==> config.mk <==
export PLATFORM = sky130hd
export DESIGN_NAME = pipe_adder_flat
export DESIGN_NICKNAME = d
export VERILOG_FILES = /design/src/rtl/pipe_adder_if.sv /design/src/rtl/pipe_adder.sv /design/src/flat_wrapper.sv
export SDC_FILE = /design/constraint.sdc
export NUM_CORES = 1
export LEC_CHECK = 0
export BUFFER_PORTS_ARGS = -buffer_cell sky130_fd_sc_hd__buf_2
export CORE_MARGIN = 2
export CORE_UTILIZATION = 52
export DETAILED_ROUTE_END_ITERATION = 10
export PLACE_DENSITY = 0.77
export SLEW_MARGIN = 0
export SYNTH_ARGS = -nofsm -noshare
export SYNTH_HDL_FRONTEND = slang
export SYNTH_SLANG_ARGS = --single-unit
==> constraint.sdc <==
create_clock -name clk -period 2.3 [get_ports clk]
set_clock_uncertainty 0.1 [all_clocks]
set_input_delay 0.115 -clock clk [delete_from_list [all_inputs] [get_ports clk]]
set_output_delay 0.115 -clock clk [all_outputs]
set_load 0.02 [all_outputs]
==> src/rtl/pipe_adder_if.sv <==
`default_nettype none
// +--------------------------------------------------------------------------+
// | pipe_adder_if : operand/result valid-ready bus for pipe_adder; zero/neg/ |
// | ovf flags exist only with PIPE_ADDER_FLAGS_EN.         rev 1.0           |
// +--------------------------------------------------------------------------+
interface pipe_adder_if #(
  parameter int WIDTH = 32
);
  logic             in_valid;
  logic             in_ready;
  logic [WIDTH-1:0] a;
  logic [WIDTH-1:0] b;
  logic             cin;
  logic             out_valid;
  logic             out_ready;
  logic [WIDTH-1:0] res;
  logic             cout;
`ifdef PIPE_ADDER_FLAGS_EN
  logic             zero;
  logic             neg;
  logic             ovf;
`endif

  modport slave (
    input  in_valid, a, b, cin, out_ready,
    output in_ready, out_valid, res, cout
`ifdef PIPE_ADDER_FLAGS_EN
    , output zero, neg, ovf
`endif
  );

  modport master (
    output in_valid, a, b, cin, out_ready,
    input  in_ready, out_valid, res, cout
`ifdef PIPE_ADDER_FLAGS_EN
    , input zero, neg, ovf
`endif
  );
endinterface
`default_nettype wire

==> src/rtl/pipe_adder.sv <==
`default_nettype none
// +--------------------------------------------------------------------------+
// | pipe_adder : pipelined ripple-carry adder, CHUNK bits per stage, whole-  |
// | pipe stall on back-pressure. Optional flags: PIPE_ADDER_FLAGS_EN. rev 1.0|
// +--------------------------------------------------------------------------+
module pipe_adder #(
  parameter int WIDTH = 32,
  parameter int CHUNK = 8
) (
  input  logic        clk,
  input  logic        rst_n,
  pipe_adder_if.slave bus
);
  localparam int STAGES = WIDTH / CHUNK;

  logic adv;

  assign adv          = !bus.out_valid || bus.out_ready;
  assign bus.in_ready = adv;

  for (genvar k = 0; k < STAGES; k++) begin : g_stage
    // Operand B shrinks by one slice per stage; A shares a register with the
    // finished result slices, so its MSB survives until the last stage.
    localparam int PW = WIDTH - k * CHUNK;

    logic             prev_valid;
    logic             prev_carry;
    logic [WIDTH-1:0] prev_ar;
    logic [PW-1:0]    prev_b;
    logic [CHUNK:0]   slice_sum;
    logic [WIDTH-1:0] ar_new;

    logic             valid_d;
    logic             valid_q;
    logic             carry_d;
    logic             carry_q;
    logic [WIDTH-1:0] ar_d;
    logic [WIDTH-1:0] ar_q;

    if (k == 0) begin : g_src_in
      assign prev_valid = bus.in_valid;
      assign prev_carry = bus.cin;
      assign prev_ar    = bus.a;
      assign prev_b     = bus.b;
    end else begin : g_src_stage
      assign prev_valid = g_stage[k-1].valid_q;
      assign prev_carry = g_stage[k-1].carry_q;
      assign prev_ar    = g_stage[k-1].ar_q;
      assign prev_b     = g_stage[k-1].g_fwd.b_rem_q;
    end

    always_comb begin
      slice_sum = {1'b0, prev_ar[k*CHUNK +: CHUNK]} + {1'b0, prev_b[CHUNK-1:0]}
                + {{CHUNK{1'b0}}, prev_carry};
      ar_new                   = prev_ar;
      ar_new[k*CHUNK +: CHUNK] = slice_sum[CHUNK-1:0];
      valid_d = valid_q;
      carry_d = carry_q;
      ar_d    = ar_q;
      if (adv) begin
        valid_d = prev_valid;
        carry_d = slice_sum[CHUNK];
        ar_d    = ar_new;
      end
    end

    always_ff @(posedge clk) begin
      if (!rst_n) begin
        valid_q <= 1'b0;
        carry_q <= 1'b0;
        ar_q    <= '0;
      end else begin
        valid_q <= valid_d;
        carry_q <= carry_d;
        ar_q    <= ar_d;
      end
    end

    if (k < STAGES - 1) begin : g_fwd
      logic [PW-CHUNK-1:0] b_rem_d;
      logic [PW-CHUNK-1:0] b_rem_q;

      always_comb begin
        b_rem_d = b_rem_q;
        if (adv) begin
          b_rem_d = prev_b[PW-1:CHUNK];
        end
      end

      always_ff @(posedge clk) begin
        if (!rst_n) begin
          b_rem_q <= '0;
        end else begin
          b_rem_q <= b_rem_d;
        end
      end
    end else begin : g_out
      assign bus.out_valid = valid_q;
      assign bus.res       = ar_q;
      assign bus.cout      = carry_q;

`ifdef PIPE_ADDER_FLAGS_EN
      logic zero_d;
      logic zero_q;
      logic neg_d;
      logic neg_q;
      logic ovf_d;
      logic ovf_q;

      // prev_ar[WIDTH-1] is still the original A MSB: only this stage overwrites it.
      always_comb begin
        zero_d = zero_q;
        neg_d  = neg_q;
        ovf_d  = ovf_q;
        if (adv) begin
          zero_d = (ar_new == '0);
          neg_d  = ar_new[WIDTH-1];
          ovf_d  = (prev_ar[WIDTH-1] == prev_b[PW-1]) &&
                   (ar_new[WIDTH-1] != prev_ar[WIDTH-1]);
        end
      end

      always_ff @(posedge clk) begin
        if (!rst_n) begin
          zero_q <= 1'b0;
          neg_q  <= 1'b0;
          ovf_q  <= 1'b0;
        end else begin
          zero_q <= zero_d;
          neg_q  <= neg_d;
          ovf_q  <= ovf_d;
        end
      end

      assign bus.zero = zero_q;
      assign bus.neg  = neg_q;
      assign bus.ovf  = ovf_q;
`endif
    end
  end
endmodule
`default_nettype wire

==> src/flat_wrapper.sv <==
// flat-port wrapper written by rule: the top's interface ports become plain ports
module pipe_adder_flat 
#(
  parameter int WIDTH = 32,
  parameter int CHUNK = 8
)
  (clk, rst_n, bus_in_valid, bus_a, bus_b, bus_cin, bus_out_ready, bus_in_ready, bus_out_valid, bus_res, bus_cout);
  pipe_adder_if #(.WIDTH(WIDTH)) bus_i ();
  input  logic clk;
  input  logic rst_n;
  input wire logic [$bits(bus_i.in_valid)-1:0] bus_in_valid;
  input wire logic [$bits(bus_i.a)-1:0] bus_a;
  input wire logic [$bits(bus_i.b)-1:0] bus_b;
  input wire logic [$bits(bus_i.cin)-1:0] bus_cin;
  input wire logic [$bits(bus_i.out_ready)-1:0] bus_out_ready;
  output wire logic [$bits(bus_i.in_ready)-1:0] bus_in_ready;
  output wire logic [$bits(bus_i.out_valid)-1:0] bus_out_valid;
  output wire logic [$bits(bus_i.res)-1:0] bus_res;
  output wire logic [$bits(bus_i.cout)-1:0] bus_cout;
  assign bus_i.in_valid = bus_in_valid;
  assign bus_i.a = bus_a;
  assign bus_i.b = bus_b;
  assign bus_i.cin = bus_cin;
  assign bus_i.out_ready = bus_out_ready;
  assign bus_in_ready = bus_i.in_ready;
  assign bus_out_valid = bus_i.out_valid;
  assign bus_res = bus_i.res;
  assign bus_cout = bus_i.cout;
  pipe_adder #(.WIDTH(WIDTH), .CHUNK(CHUNK)) u_core (.clk(clk), .rst_n(rst_n), .bus(bus_i));
endmodule
Yosys cells after proc, flatten, opt, wreduce, memory -nomap -nowiden. Index checks and enable logic that the tools add are counted.

Register bits after elaboration: 184. Input port bits: 69. Word-level logic and storage cells: 25.

$add $sub $neg: 8. Reduce and logical (&&, ||, !) cells: 2.

Operator list (count): $add A8 B8 Y9 (4); $add A9 B1 Y9 (4); $logic_not A1 Y1 (1); $logic_or A1 B1 Y1 (1).

Longest topological paths before layout.
Depth in word-level cells: 2. Gate-level depth with buffers: 7.

Least setup slack after synthesis. No wires, ideal clock.

Path kind: register to register. From: register u_core.g_stage[0].g_fwd.b_rem_q[0]. To: register u_core.g_stage[1].carry_q. Data arrival time: 2.029 ns. Required time: 2.083 ns. Setup slack: 0.054 ns. Cell stages (with the launch flop): 7. Path buffers: 0. Period minus slack after synthesis: 2.246 ns. Cells stage by stage: dfxtp_1 > fa_1 > fa_1 > a211oi_1 > o21ai_0 > a31o_2 > a22o_1.

Longest elaborated chain between the ends: 2.

Ends and longest elaborated chain: start, declared (line pipe_adder.sv:81) `logic [PW-CHUNK-1:0] b_rem_q;`; start signal, assigned (line pipe_adder.sv:94) `b_rem_q <= b_rem_d;`; $add A8 B8 Y9 (line pipe_adder.sv:53) `slice_sum = {1'b0, prev_ar[k*CHUNK +: CHUNK]} + {1'b0, prev_b[CHUNK-1:0]}`; $add A9 B1 Y9 (line pipe_adder.sv:54) `+ {{CHUNK{1'b0}}, prev_carry};`; end signal, assigned (line pipe_adder.sv:74) `carry_q <= carry_d;`; end, declared (line pipe_adder.sv:36) `logic carry_q;`.

Every way passes these cells. A chain may end at the register's enable or synchronous reset.

Worst setup path in the final report.
From: register u_core.g_stage[2].g_fwd.b_rem_q[0]. To: register u_core.g_stage[3].carry_q (netlist: u_core.bus.cout).

Longest elaborated chain between the ends: 2.

Ends and longest elaborated chain (line): start, declared (pipe_adder.sv:81); start signal, assigned (pipe_adder.sv:94); $add A8 B8 Y9 (pipe_adder.sv:53); $add A9 B1 Y9 (pipe_adder.sv:54); end signal, assigned (pipe_adder.sv:74); end, declared (pipe_adder.sv:36).

Every way passes these cells.

==> impl_metrics.env <==
export IMPL_place_gp_congestion=0.879
export IMPL_drc=0
export IMPL_track_usage_pct=21.4
export IMPL_p_leak_nw=4.31
export IMPL_end_kind="flip-flop"
export IMPL_worst_pin_slew_ns=0.759
export IMPL_grt_ovfl_total=0
export IMPL_vias=6746
export IMPL_period_needed_ns=2.20
export IMPL_power_density_mw_per_mm2=725
export IMPL_insertion_delay_ns=0.43
export IMPL_wl_per_cell_um=13.4
export IMPL_netlist_area_mm2=0.00820
export IMPL_viasPerCell=5.21
export IMPL_cp_max_fo=3
export IMPL_drtPass1Iterations=5
export IMPL_hold_viol=0
export IMPL_place_inst=1214
export IMPL_core_mm2=0.0153
export IMPL_hp_class="in2reg"
export IMPL_ys_ff_latch=184
export IMPL_drt_iter0_drc=460
export IMPL_ir_drop_uv=562
export IMPL_clock_sinks=184
export IMPL_synth_ff_type="dfxtp_1"
export IMPL_cts_htree_levels=4
export IMPL_first_global_vias=6216
export IMPL_yosys_area_top_type_share_pct=44.9
export IMPL_dp_hpwl_um=11200
export IMPL_syn_to_final_growth_pct=22.0
export IMPL_place_area_mm2=0.00886
export IMPL_drive_above_1_share_pct=15.7
export IMPL_synth_async_reset_ratio_pct=0
export IMPL_n_fill_cell=1277
export IMPL_fin_cells=1296
export IMPL_final_common_cell="nand2_1"
export IMPL_drv_cap=0
export IMPL_yosysSeqAreaShare_pct=44.9
export IMPL_grt_pass1_wl_um=29300
export IMPL_slowest_stage="fa_1"
export IMPL_grt_max_degree=133
export IMPL_rsz0062_at_grt="no"
export IMPL_fp_dieW_um=130
export IMPL_port_buffers=103
export IMPL_cts_tree="done"
export IMPL_synth_edff_count=0
export IMPL_yosysTopAreaCell="dfxtp_1"
export IMPL_fin_tns_setup_ns=0
export IMPL_fmax_ghz=0.454
export IMPL_clk_pin_slew_ns=0.07
export IMPL_status="finished, final reports clean"
export IMPL_die_area_mm2=0.0168
export IMPL_crit_chain="fa_1 -> fa_2 -> a211o_1 -> o211ai_1 -> a21oi_1 -> a31o_1"
export IMPL_post_route_period_util_pct=95.9
export IMPL_layout_common_cells="328 x nand2_1, 184 x dfxtp_1, 157 x a21boi_0"
export IMPL_ant_nets=0
export IMPL_avgSynthCellArea_um2=8.64
export IMPL_antenna_found_initial=0
export IMPL_yosys_warnings=0
export IMPL_synth_cells=949
export IMPL_cp_slowest_stage_delay_ns=0.50
export IMPL_ys_top_cells_by_area="dfxtp_1 45%, nand2_1 15%, a21boi_0 14%, ha_1 4.3%, fa_1 2.0%"
export IMPL_synth_fp_nets=1054
export IMPL_clock_root_buffer="clkbuf_16"
export IMPL_numCtsBuffers=17
export IMPL_start_util_pct=53.5
export IMPL_wl_um=17400
export IMPL_slew_violations=0
export IMPL_io_pins=104
export IMPL_antennaDiodeCount=0
export IMPL_critPathRequiredTime_ns=2.53
export IMPL_nets=1177
export IMPL_crit_type="reg2reg"
export IMPL_fin_area_mm2=0.0100
export IMPL_ys_types=45
export IMPL_worst_endpoint_arrival_ns=2.43
export IMPL_setup_viol=0
export IMPL_clockBufferDepth=2
export IMPL_die_height_um=130
export IMPL_cp_start_kind="flip-flop"
export IMPL_rows=45
export IMPL_max_slew_margin_rel_pct=49.4
[state kept, by name, summed over array words and instances, names as in the netlist]
register                      flops
u_core.bus.res                   32
u_core.g_stage.g_fwd.b_rem_q     48
u_core.g_stage.carry_q            3
u_core.g_stage.valid_q            3
u_core.bus.out_valid              1
u_core.bus.cout                   1
u_core.g_stage.ar_q              96
[final timing paths]
path                                                                 startpoint                                      to  slack (ns)  cells past startpoint
worst max-delay path            u_core.g_stage[2].g_fwd.b_rem_q[0]$_SDFFE_PN0P_            u_core.bus.cout$_SDFFE_PN0P_         0.1                      6
worst min-delay path                                                   bus_a[6]  u_core.g_stage[0].carry_q$_SDFFE_PN0P_       0.007                      3
worst max register to register  u_core.g_stage[2].g_fwd.b_rem_q[0]$_SDFFE_PN0P_            u_core.bus.cout$_SDFFE_PN0P_         0.1                      6
worst min register to register                   u_core.bus.res[2]$_SDFFE_PN0P_          u_core.bus.res[2]$_SDFFE_PN0P_        0.36                      2
[critical path, delay by kind of cell, from the launching register on]
family                   cells  cell delay (ns)
flip-flops                   1             0.33
adder cells (fa/ha/maj)      2             0.90
AO/OA/AOI/OAI                4             0.78
[layer usage]
metal | up-vias | wire (um) | GRT usage, %
met1 | 3128 | 8870 | 30.2
met5 | - | 0 | 0
li1 | 3471 | - | -
met2 | 129 | 7650 | 33.5
met4 | 0 | 192 | 6.01
met3 | 18 | 671 | 4.46
[Yosys cell counts (all sizes together) (3+ instances only)]
master  instances
nand4b         12
nand3b          6
o31ai           6
a211o          12
and3            6
a21oi           8
a211oi          8
buf            31
nor3b           8
a22o            4
inv             3
fa              8
a21boi        157
nand2         328
a21o           14
clkbuf         34
xnor2           4
nand3          24
o211a           6
a31o            4
dfxtp         184
o21ai          10
ha             28
o21a            7
o211ai          4
nor2            8
and2           10
[power by group]
| part | internal, mW | total (mW) | leakage [nW] | switching, mW |
|---|---|---|---|---|
| sequential | 3.36 | 3.46 | 1.51 | 0.101 |
| combinational | 0.364 | 0.720 | 2.50 | 0.355 |
| clock | 1.83 | 3.07 | 0.294 | 1.25 |
| total | 5.55 | 7.26 | 4.31 | 1.70 |
[stage by stage]
stage	hold WS [ns]	utilization, %	worst slack (ns)	power, mW
floorplan	0.162	-	0.0544	3.96
global placement	0.267	57.8	0.0337	4.16
detailed placement	0.272	57.8	0.0245	4.17
CTS	0.00101	65.1	0.0215	7.29
global route	0.0173	65.3	0.0101	7.55
finish	0.00746	65.3	0.0953	7.26
[area by class of cell]
| type | instances | area, um^2 | share of cell area, % |
|---|---|---|---|
| Clock buffer | 18 | 429 | 4.29 |
| Tap cell | 211 | 264 | 2.64 |
| Clock inverter | 14 | 195 | 1.95 |
| Inverter | 3 | 16.3 | 0.163 |
| Timing Repair Buffer | 169 | 1200 | 12.0 |
| Multi-Input combinational cell | 697 | 4220 | 42.1 |
| Sequential cell | 184 | 3680 | 36.8 |
[logic make-up after synthesis]
logic type / Yosys count / share of synthesized area (%)
fa+ha+maj: 36 / 6.23
simple gates: 411 / 21.3
buf+inv: 68 / 3.97
xor+xnor: 4 / 0.427
flops: 184 / 44.9
mux: 2 / 0.275
compound gates: 244 / 22.8
[repair_timing]
| action | 4_1_cts | 5_1_grt |
|---|---|---|
| endpoints found under the hold margin | 49 | 0 |
| endpoints found under the setup margin | 1 | 5 |
| pin swaps | 0 | 1 |
| gates resized for setup | 1 | 6 |
| hold buffers | 49 | 0 |
| setup buffers | 0 | 1 |
(Power assumes the default switching activity.)
